### src/rtl/simon_pkg.sv
// Shared types and helpers for the Simon game datapath.
// Holds the playback state encoding, bus widths and the colour decode.
package simon_pkg;

   localparam int ADDR_W    = 4;
   localparam int VAL_W     = 2;
   localparam int N_DEFAULT = 10;

   typedef enum logic [2:0] {
      PLAY_IDLE,
      PLAY_FETCH,
      PLAY_SHOW,
      PLAY_GAP,
      PLAY_DONE
   } play_state_t;

   function automatic logic [3:0] val2onehot(input logic [VAL_W-1:0] v);
      return 4'b0001 << v;
   endfunction

endpackage

### src/rtl/play_timer.sv
// Loadable down-counter shared by the SHOW and GAP phases of playback.
// It reloads from value on load and saturates at zero.
module play_timer #(
   parameter int W = 3
) (
   input  logic         clk,
   input  logic         reset,
   input  logic         load,
   input  logic [W-1:0] value,
   output logic         zero
);

   logic [W-1:0] count;

   always_ff @(posedge clk) begin
      if (reset)
         count <= '0;
      else if (load)
         count <= value;
      else if (count != '0)
         count <= count - W'(1);
   end

   assign zero = (count == '0);

endmodule

### src/rtl/sequence_player.sv
// Simon playback engine: walks ROM entries 0..lvl-1, flashing one LED per entry,
// then pulses done. Owns the ROM read port while busy.
//
// state | meaning
// IDLE  | waiting for start, rd_addr parked at 0
// FETCH | ROM data for idx is on rd_data, captured into led on exit
// SHOW  | led lit for ON_TICKS cycles
// GAP   | led dark for OFF_TICKS cycles
// DONE  | one-cycle done pulse, busy still high
module sequence_player
   import simon_pkg::*;
#(
   parameter int N         = N_DEFAULT,
   parameter int ON_TICKS  = 4,
   parameter int OFF_TICKS = 2
) (
   input  logic              clk,
   input  logic              reset,
   input  logic              start,
   input  logic [3:0]        level,
   output logic [ADDR_W-1:0] rd_addr,
   input  logic [VAL_W-1:0]  rd_data,
   output logic [3:0]        led,
   output logic              busy,
   output logic              done
);

   localparam int MAX_TICKS = (ON_TICKS > OFF_TICKS) ? ON_TICKS : OFF_TICKS;
   localparam int CW        = $clog2(MAX_TICKS + 1);

   play_state_t       state;
   logic [3:0]        lvl;
   logic [3:0]        idx;
   logic [3:0]        level_clamped;
   logic              last;
   logic              timer_load;
   logic [CW-1:0]     timer_value;
   logic              timer_zero;

   assign level_clamped = (level > 4'(N)) ? 4'(N) : level;
   assign last          = (idx == lvl - 4'd1);

   // The timer is reloaded on the edges that enter SHOW and GAP.
   assign timer_load  = (state == PLAY_FETCH) || (state == PLAY_SHOW && timer_zero);
   assign timer_value = (state == PLAY_FETCH) ? CW'(ON_TICKS - 1) : CW'(OFF_TICKS - 1);

   play_timer #(.W(CW)) u_timer (
      .clk   (clk),
      .reset (reset),
      .load  (timer_load),
      .value (timer_value),
      .zero  (timer_zero)
   );

   always_ff @(posedge clk) begin
      if (reset) begin
         state   <= PLAY_IDLE;
         lvl     <= '0;
         idx     <= '0;
         rd_addr <= '0;
         led     <= '0;
         busy    <= 1'b0;
         done    <= 1'b0;
      end else begin
         done <= 1'b0;
         case (state)
            PLAY_IDLE: begin
               led     <= '0;
               rd_addr <= '0;
               if (start) begin
                  lvl  <= level_clamped;
                  idx  <= '0;
                  busy <= 1'b1;
                  if (level_clamped == '0) begin
                     state <= PLAY_DONE;
                     done  <= 1'b1;
                  end else begin
                     state <= PLAY_FETCH;
                  end
               end
            end
            PLAY_FETCH: begin
               led   <= val2onehot(rd_data);
               state <= PLAY_SHOW;
            end
            PLAY_SHOW: begin
               if (timer_zero) begin
                  led   <= '0;
                  state <= PLAY_GAP;
                  // Present the next address early so the synchronous ROM
                  // has its data ready by the following FETCH cycle.
                  if (!last)
                     rd_addr <= idx + 4'd1;
               end
            end
            PLAY_GAP: begin
               if (timer_zero) begin
                  if (last) begin
                     state <= PLAY_DONE;
                     done  <= 1'b1;
                  end else begin
                     idx   <= idx + 4'd1;
                     state <= PLAY_FETCH;
                  end
               end
            end
            PLAY_DONE: begin
               busy    <= 1'b0;
               rd_addr <= '0;
               state   <= PLAY_IDLE;
            end
            default: state <= PLAY_IDLE;
         endcase
      end
   end

endmodule

### config.mk
export PLATFORM = sky130hd
export DESIGN_NAME = sequence_player
export DESIGN_NICKNAME = d
export VERILOG_FILES = /design/src/rtl/simon_pkg.sv /design/src/rtl/play_timer.sv /design/src/rtl/sequence_player.sv
export SDC_FILE = /design/constraint.sdc
export NUM_CORES = 1
export LEC_CHECK = 0
export CORE_MARGIN = 2
export CORE_UTILIZATION = 47
export CTS_CLUSTER_SIZE = 12
export DETAILED_ROUTE_END_ITERATION = 10
export PLACE_DENSITY = 0.74
export SKIP_CTS_REPAIR_TIMING = 1
export SLEW_MARGIN = 20
export SYNTH_ARGS = -nofsm -noshare
export SYNTH_HDL_FRONTEND = slang
export SYNTH_SLANG_ARGS = --single-unit
### constraint.sdc
create_clock -name clk -period 1.55 [get_ports clk]
set_input_delay 0.155 -clock clk [delete_from_list [all_inputs] [get_ports clk]]
set_output_delay 0.155 -clock clk [all_outputs]
set_load 0.05 [all_outputs]
==> impl_metrics.env, run 1 <==
export IMPL_cp_start_kind="register"
export IMPL_nets=192
export IMPL_htreeDepth=1
export IMPL_finalSetupTns_ns=-0.3927
export IMPL_fmax_ghz=0.6138
export IMPL_drc_errors=0
export IMPL_totalWireLength_microns=3311
export IMPL_gp_congestion=0.8186
export IMPL_hold_viol_final=0
export IMPL_violations="setup timing"
export IMPL_synthesis_area_sq_um=1249
export IMPL_antenna_found_initial=0
export IMPL_total_leakage_power_nw=0.7020
export IMPL_cp_data_arrival_time_ns=1.87
export IMPL_crit_fanout=4
export IMPL_ys_warn_count=0
export IMPL_max_cap_viol_count=0
export IMPL_synth_top_family_by_area="simple AND/OR/NAND/NOR gates"
export IMPL_synth_xor_area_share_pct=7.415
export IMPL_drt_first_pass_iters=4
export IMPL_finalHoldWorstSlack_ns=0.4156
export IMPL_max_slew_worst_pin_slew_ns=0.4340
export IMPL_post_dp_cell_area_sq_um=1546
export IMPL_slew_violations=0
export IMPL_finClkSkew_ns=0.006228
export IMPL_synth_simple_gate_area_share_pct=23.05
export IMPL_clock_path_buffers=2
export IMPL_p_total_mw=2.158
export IMPL_critPathKind="reg -> reg"
export IMPL_endpoint_kind="register"
export IMPL_drt_iter0_markers=36
export IMPL_setup_viol=11
export IMPL_syn_avg_cell_area_sq_um=8.553
export IMPL_antenna_diode_count=0
export IMPL_grtUsageTotal_pct=18.53
export IMPL_core_area_sq_um=2500
export IMPL_die_area_sq_um=3085
export IMPL_layout_common_cells="26 x buf_4, 21 x dfxtp_1, 14 x nor2_1"
export IMPL_dp_slack_ns=-0.1966
export IMPL_rsz0062_at_grt="true"
export IMPL_yosysTopAreaCellShare_pct=38.48
export IMPL_initial_core_util_pct=49.95
export IMPL_fin_ws_ns=-0.07927
export IMPL_clk_pin_slew_worst_paths_ns=0.13
export IMPL_cts_root_buf="clkbuf_4"
export IMPL_io_pin_count=19
export IMPL_numCtsBuffers=3
export IMPL_ys_types=40
export IMPL_relSlewSlack_pct=71.03
export IMPL_viasPerCell=5.750
export IMPL_drt_antenna_violating_nets=0
export IMPL_syn_to_final_growth_pct=40.68
export IMPL_layout_drive_gt1_share_pct=35.96
export IMPL_synth_ff_latch_count=24
export IMPL_grt_overflow_total=0
export IMPL_final_cells=208
export IMPL_stdcell_area_sq_um=1757
export IMPL_wl_per_cell_microns=15.92
export IMPL_synth_area_leaders="dfxtp_1 38%, nor2_1 4.5%, a21oi_1 4.4%"
export IMPL_status="finished, violations left"
export IMPL_die_x_microns=55.55
export IMPL_synthAdderAreaFrac_pct=4.008
export IMPL_cts_sinks=24
export IMPL_syn_inst=146
export IMPL_layout_commonest_cell="buf_4"
export IMPL_yosysTopAreaCell="dfxtp_1"
export IMPL_hpwlAfterDp_microns=2133
export IMPL_period_share_pct=105.1
export IMPL_insertion_delay_ns=0.33
export IMPL_peakVddDrop_mv=0.8212
export IMPL_via_count=1196
export IMPL_min_period_ns=1.629
export IMPL_fin_util_pct=70.27
export IMPL_die_h_microns=55.55
export IMPL_synthMuxAreaShare_pct=3.206
export IMPL_fillCellCount=169
export IMPL_io_buffers=18
export IMPL_rows=18
export IMPL_grt_pass1_wl_microns=4629
export IMPL_cts_tree="yes"
export IMPL_grt_max_degree=15
export IMPL_grt_pass1_vias=1079
export IMPL_required_ns=1.79
export IMPL_synth_compound_gate_area_share_pct=18.64
export IMPL_syn_nets=159
export IMPL_p_per_area_nw_per_um2=1228
export IMPL_yosysSeqAreaShare_pct=38.48
export IMPL_placed_cells=203
export IMPL_hold_class="in -> reg"
[cells in the mapped netlist]
cell type and number:
dfxtp_1 24, nor2_1 15, a21oi_1 11, o21ai_0 10, inv_1 9, nor3_1 8
nand2_1 7, clkbuf_1 5, xnor2_1 5, ha_1 4, mux2i_1 4, nor2b_1 4
xor2_1 3, a2111oi_2 2, a32oi_1 2, buf_1 2, nand2b_1 2, nand3_1 2
nand4b_1 2, nor3b_1 2, nor4_1 2, o22ai_1 2, o2bb2ai_1 2, a211oi_1 1
a221oi_1 1, a22oi_1 1, a32o_1 1, and3_1 1, buf_2 1, nand3_2 1
nand3b_1 1, nor2_2 1, nor2_4 1, nor3_2 1, o21ai_2 1, o21bai_1 1
or2_2 1, or3_1 1, or3b_1 1, xnor3_1 1
[cell type report]
type / instances / area (sq um) / area share, %
timing repair buffer: 36 / 297.8 / 16.95
clock buffer: 3 / 22.52 / 1.282
multi-input combinational: 105 / 850.8 / 48.43
clock inverter: 1 / 30.03 / 1.709
inverter: 9 / 33.78 / 1.923
tap: 30 / 37.54 / 2.137
sequential: 24 / 484.2 / 27.56
[critical path, cell delays in order (launching register included)]
cell     delay, ns
dfxtp_2       0.36
inv_2         0.04
ha_4          0.26
xor2_2        0.17
nand3_4       0.14
o21ai_4       0.26
mux2i_1       0.23
nor3_1        0.07
[cell families (layout without fill, tap and decap cells)]
kind of cell / count (synthesis) / after routing
AOI/OAI and AO/OA: 35 / 35
xor gates and xnor gates: 9 / 9
adders and majority gates: 4 / 4
buffers and inverters: 17 / 49
DFF: 24 / 24
muxes: 4 / 4
and+or+nand+nor: 53 / 53
[sequential cells by signal, indices dropped and copies added (netlist names)]
register       flops
idx                4
led                4
lvl                4
rd_addr            4
state              3
u_timer.count      3
busy               1
done               1
[worst paths after layout]
path | from | cells past startpoint | to | slack [ns]
max reg2reg | lvl[0] | 7 | rd_addr[1] | -0.08
min reg2reg | busy | 2 | busy | 0.50
min | level[0] | 3 | lvl[0] | 0.42
max | lvl[0] | 7 | rd_addr[1] | -0.08
[power by group]
part	leakage, nW	total [mW]	internal [mW]	switching [mW]
clock network	0.0279	0.469	0.262	0.207
registers	0.197	0.748	0.688	0.0602
logic	0.477	0.941	0.429	0.511
[routing by layer]
metal / wire, microns / GRT usage, % / share of wire, %
met5: 0 / 0 / 0
met4: 88 / 5.923 / 2.7
met3: 184 / 3.044 / 5.6
met2: 1657 / 30.61 / 50
met1: 1381 / 24.60 / 42
Note: power is estimated with default switching activity, not from simulation.
==> run 2, diff against run 1 <==
--- a/config.mk
+++ b/config.mk
@@ -9,7 +9,7 @@
 export CORE_UTILIZATION = 47
 export CTS_CLUSTER_SIZE = 12
 export DETAILED_ROUTE_END_ITERATION = 10
-export PLACE_DENSITY = 0.74
+export PLACE_DENSITY_LB_ADDON = 0.05
 export SKIP_CTS_REPAIR_TIMING = 1
 export SLEW_MARGIN = 20
 export SYNTH_ARGS = -nofsm -noshare
==> run 2 against run 1 <==
  * The flow still finishes with violations (setup timing)
  * Worst hold slack improved by 0.029 ns
  * Critical path type unchanged
  * Combinational power fell by 4.9%
  * Sequential share of layout area rose by 0.89 points
  * Largest cell class unchanged
  * Register-to-register slack improved by 0.04 ns
  * Final cell count rose by 1.9%
  * Utilization fell by 1.9 points
==> impl_metrics.env, run 2 (synthesis gave the netlist of run 1 again) <==
export IMPL_status="finished, violations left"
export IMPL_violations="setup timing"
export IMPL_grt_overflow_total=0
export IMPL_die_x_microns=55.55
export IMPL_initial_core_util_pct=49.95
export IMPL_io_pin_count=19
export IMPL_drt_antenna_violating_nets=0
export IMPL_grtUsageTotal_pct=18.14
export IMPL_crit_fanout=3
export IMPL_dp_slack_ns=-0.2135
export IMPL_combPwrFrac_pct=45.3
export IMPL_setup_viol=7
export IMPL_rsz0062_at_grt="true"
export IMPL_hpwlAfterDp_microns=2056
export IMPL_cp_start_kind="register"
export IMPL_max_cap_viol_count=0
export IMPL_p_sw_uw=722.8
export IMPL_totalWireLength_microns=2771
export IMPL_total_leakage_power_nw=0.7113
export IMPL_grt_max_degree=16
export IMPL_relSlewSlack_pct=69.89
export IMPL_cp_data_arrival_time_ns=1.82
export IMPL_core_area_sq_um=2500
export IMPL_insertion_delay_ns=0.32
export IMPL_slew_violations=0
export IMPL_layout_common_cells="31 x buf_4, 19 x dfxtp_1, 15 x nor2_1, 9 x a21oi_1, 8 x clkdlybuf4s50_1"
export IMPL_die_h_microns=55.55
export IMPL_rows=18
export IMPL_via_count=1148
export IMPL_antenna_diode_count=0
export IMPL_hold_class="in -> reg"
export IMPL_r2r_start="lvl[1]"
export IMPL_drc_errors=0
export IMPL_min_period_ns=1.593
export IMPL_cts_root_buf="clkbuf_4"
export IMPL_fin_ws_ns=-0.04275
export IMPL_cts_sinks=24
export IMPL_max_stage_delay_ns=0.36
export IMPL_drt_iter0_markers=19
export IMPL_r2r_end="state[0]"
export IMPL_critPathLaunch="lvl[1]"
export IMPL_wl_per_cell_microns=13.07
export IMPL_layout_commonest_cell="buf_4"
export IMPL_nets=196
export IMPL_cpMaxStageDelayCell="dfxtp_2"
export IMPL_numCtsBuffers=3
export IMPL_critPathKind="reg -> reg"
export IMPL_gp_congestion=0.8377
export IMPL_endpoint_kind="register"
export IMPL_grt_pass1_wl_microns=4540
export IMPL_clk_pin_slew_worst_paths_ns=0.13
export IMPL_crit_buf_inv=2
export IMPL_period_share_pct=102.8
export IMPL_required_ns=1.78
export IMPL_hold_viol_final=0
export IMPL_htreeDepth=1
export IMPL_antenna_found_initial=0
export IMPL_p_per_area_nw_per_um2=1154
export IMPL_grt_pass1_vias=1016
export IMPL_cts_tree="yes"
export IMPL_cpLargestDelayFamily="flip-flops"
export IMPL_p_total_mw=1.973
export IMPL_internal_power_mw=1.251
export IMPL_worstPathCellList="inv_2 -> ha_4 -> xor2_2 -> nand3_4 -> nor2_4 -> buf_4 -> o21ai_2 -> a32o_2"
export IMPL_clock_path_buffers=2
export IMPL_die_area_sq_um=3085
export IMPL_hold_depth=3
export IMPL_switching_share_pct=36.63
export IMPL_io_buffers=18
export IMPL_r2r_cells=8
export IMPL_max_slew_worst_pin_slew_ns=0.4507
export IMPL_finClkSkew_ns=0.001739
export IMPL_viasPerCell=5.415
export IMPL_layout_drive_gt1_share_pct=34.62
export IMPL_pwr_share_seq_pct=37.5
export IMPL_fmax_ghz=0.6278
export IMPL_peakVddDrop_mv=0.8744
export IMPL_drt_first_pass_iters=4
export IMPL_cp_num_cells=8
export IMPL_clkPwrFrac_pct=17.2
export IMPL_endpoint="state[0]"
export IMPL_r2r_slack_ns=-0.04
export IMPL_syn_to_final_growth_pct=36.97
[run 2: power by group through the flow]
stage	clock, mW	sequential [mW]	combinational, mW
2_1_floorplan	0	0.783	0.518
3_3_place_gp	0	0.739	0.760
3_5_place_dp	0	0.742	0.783
4_1_cts	0.344	0.729	0.788
5_1_grt	0.369	0.749	0.990
6_report	0.339	0.740	0.895
[run 2: tightest hold or removal path, cell delays in order]
cell,delay (ns)
clkdlybuf4s50_1,0.44
nand3_1,0.08
a21oi_1,0.06
[run 2: metrics by stage]
| step | cells | setup TNS [ns] | util, % | hold WS, ns | cell area (sq um) |
|---|---|---|---|---|---|
| 2_1_floorplan | 146 | -0.3377 | - | 0.2910 | 1257 |
| 3_3_place_gp | 205 | -1.476 | 62.46 | 0.4542 | 1562 |
| 3_5_place_dp | 205 | -2.052 | 62.46 | 0.4588 | 1562 |
| 4_1_cts | 209 | -1.123 | 63.91 | 0.4451 | 1598 |
| 5_1_grt | 212 | -0.9065 | 68.42 | 0.4640 | 1710 |
| 6_report | 212 | -0.09699 | 68.42 | 0.4446 | 1710 |
[run 2: how the worst min path moves through the flow]
stage	endpoint	slack, ns	from
2_1_floorplan	lvl[3]	0.29	level[3]
4_1_cts	lvl[0]	0.45	level[0]
6_report	lvl[0]	0.44	level[0]
3_3_place_gp	busy	0.45	busy
3_5_place_dp	busy	0.46	busy
5_1_grt	lvl[0]	0.46	level[0]
[run 2: routing by layer]
metal  global-route usage, %  routed length [microns]  up-vias
met2                   28.74                     1346       17
met4                   8.014                       37        0
met5                       0                        0        -
met3                   3.513                       92        4
met1                   23.81                     1295      538
li1                        -                        -      589
[run 2: final cells by class]
class                           count  area (sq um)
Timing Repair Buffer               40         324.1
Tap cell                           30         37.54
Inverter                            9         33.78
Fill cell                         210         789.5
Sequential cell                    24         486.7
Clock buffer                        4         36.28
Multi-Input combinational cell    105         792.0
==> run 3, diff against run 2 <==
--- a/config.mk
+++ b/config.mk
@@ -11,6 +11,7 @@
 export DETAILED_ROUTE_END_ITERATION = 10
 export PLACE_DENSITY_LB_ADDON = 0.05
 export SKIP_CTS_REPAIR_TIMING = 1
+export SKIP_LAST_GASP = 1
 export SLEW_MARGIN = 20
 export SYNTH_ARGS = -nofsm -noshare
 export SYNTH_HDL_FRONTEND = slang
==> run 3 against run 2 <==
  * The run still ends with setup timing left
  * Non-clock buffer count unchanged
  * Clock-buffer cell count unchanged
  * Largest cell class unchanged
  * Clock power about the same
  * Sequential share of layout area down 0.052 points
  * Sequential power about the same
  * Clock skew unchanged
  * Fmax unchanged
==> impl_metrics.env, run 3 (synthesis gave the netlist of run 1 again) <==
export IMPL_cts_tree="yes"
export IMPL_die_area_sq_um=3085
export IMPL_slew_violations=0
export IMPL_finClkSkew_ns=0.001739
export IMPL_hpwlAfterDp_microns=2056
export IMPL_via_count=1148
export IMPL_grt_overflow_total=0
export IMPL_clock_path_buffers=2
export IMPL_r2r_cells=8
export IMPL_required_ns=1.78
export IMPL_syn_to_final_growth_pct=36.87
export IMPL_endpoint="state[0]"
export IMPL_fin_ws_ns=-0.04275
export IMPL_p_per_area_nw_per_um2=1155
export IMPL_cp_data_arrival_time_ns=1.82
export IMPL_hold_class="in -> reg"
export IMPL_period_share_pct=102.8
export IMPL_drt_iter0_markers=19
export IMPL_relSlewSlack_pct=69.89
export IMPL_antenna_diode_count=0
export IMPL_r2r_start="lvl[1]"
export IMPL_max_slew_worst_pin_slew_ns=0.4507
export IMPL_status="finished, violations left"
export IMPL_layout_common_cells="31 x buf_4, 20 x dfxtp_1, 15 x nor2_1, 9 x a21oi_1, 8 x clkdlybuf4s50_1"
export IMPL_cts_sinks=24
export IMPL_gp_congestion=0.8377
export IMPL_r2r_end="state[0]"
export IMPL_drt_first_pass_iters=4
export IMPL_critPathLaunch="lvl[1]"
export IMPL_min_period_ns=1.593
export IMPL_htreeDepth=1
export IMPL_cts_root_buf="clkbuf_4"
export IMPL_viasPerCell=5.415
export IMPL_io_pin_count=19
export IMPL_max_cap_viol_count=0
export IMPL_insertion_delay_ns=0.32
export IMPL_hold_viol_final=0
export IMPL_die_h_microns=55.55
export IMPL_rsz0062_at_grt="true"
export IMPL_setup_viol=7
export IMPL_r2r_slack_ns=-0.04
export IMPL_grt_pass1_wl_microns=4540
export IMPL_rows=18
export IMPL_layout_commonest_cell="buf_4"
export IMPL_die_x_microns=55.55
export IMPL_drc_errors=0
export IMPL_grt_pass1_vias=1016
export IMPL_violations="setup timing"
export IMPL_p_total_mw=1.973
export IMPL_fmax_ghz=0.6278
export IMPL_antenna_found_initial=0
export IMPL_numCtsBuffers=3
export IMPL_grtUsageTotal_pct=18.14
export IMPL_fin_util_pct=68.37
export IMPL_cp_start_kind="register"
export IMPL_core_area_sq_um=2500
export IMPL_peakVddDrop_mv=0.8744
export IMPL_drt_antenna_violating_nets=0
export IMPL_dp_slack_ns=-0.2135
export IMPL_critPathKind="reg -> reg"
export IMPL_clk_pin_slew_worst_paths_ns=0.13
export IMPL_totalWireLength_microns=2771
export IMPL_io_buffers=18
export IMPL_crit_fanout=3
export IMPL_endpoint_kind="register"
export IMPL_grt_max_degree=16
export IMPL_wl_per_cell_microns=13.07
export IMPL_nets=196
export IMPL_total_leakage_power_nw=0.7108
export IMPL_initial_core_util_pct=49.95
export IMPL_layout_drive_gt1_share_pct=34.07
-- run 3: changes by cell type in the layout (fill, tap and decap cells not counted) --
cell	previous run	this run
dfxtp_1	19	20
dfxtp_2	5	4
-- run 3: worst min-delay path by stage --
stage / startpoint / end / slack, ns / cells after the start
global placement: busy / busy / 0.45 / 2
floorplan: level[3] / lvl[3] / 0.29 / 2
finish: level[0] / lvl[0] / 0.44 / 3
detailed placement: busy / busy / 0.46 / 2
CTS: level[0] / lvl[0] / 0.45 / 3
global route: level[0] / lvl[0] / 0.46 / 3
-- run 3: stage by stage --
stage | TNS, ns | std cells | cell area (sq um) | hold slack, ns
after global placement | -1.476 | 205 | 1562 | 0.4542
final | -0.09231 | 212 | 1709 | 0.4446
after global routing | -0.9019 | 212 | 1709 | 0.4640
after CTS | -1.123 | 209 | 1598 | 0.4451
after detailed placement | -2.052 | 205 | 1562 | 0.4588
after floorplan | -0.3377 | 146 | 1257 | 0.2910
-- run 3: metal layers --
layer | up-vias | routed length [microns] | global-route usage, %
met5 | - | 0 | 0
met4 | 0 | 37 | 8.014
met3 | 4 | 92 | 3.513
met2 | 17 | 1346 | 28.74
met1 | 538 | 1295 | 23.81
li1 | 589 | - | -
-- run 3: power by group --
part / internal (mW) / leakage (nW) / switching (mW)
Sequential: 0.690 / 0.197 / 0.0500
Clock: 0.144 / 0.0210 / 0.195
Combinational: 0.417 / 0.493 / 0.478
Total: 1.25 / 0.711 / 0.723
-- run 3: worst max-delay path: stages, from the launching register on --
cell     delay [ns]
dfxtp_2        0.36
inv_2          0.04
ha_4           0.26
xor2_2         0.18
nand3_4        0.13
nor2_4         0.13
buf_4          0.12
o21ai_2        0.04
a32o_2         0.24
-- run 3: cell type report --
cell class                      instances  area, sq um
Tap cell                               30        37.54
Clock buffer                            4        36.28
Sequential cell                        24        485.5
Fill cell                             211        790.8
Inverter                                9        33.78
Timing Repair Buffer                   40        324.1
Multi-Input combinational cell        105        792.0
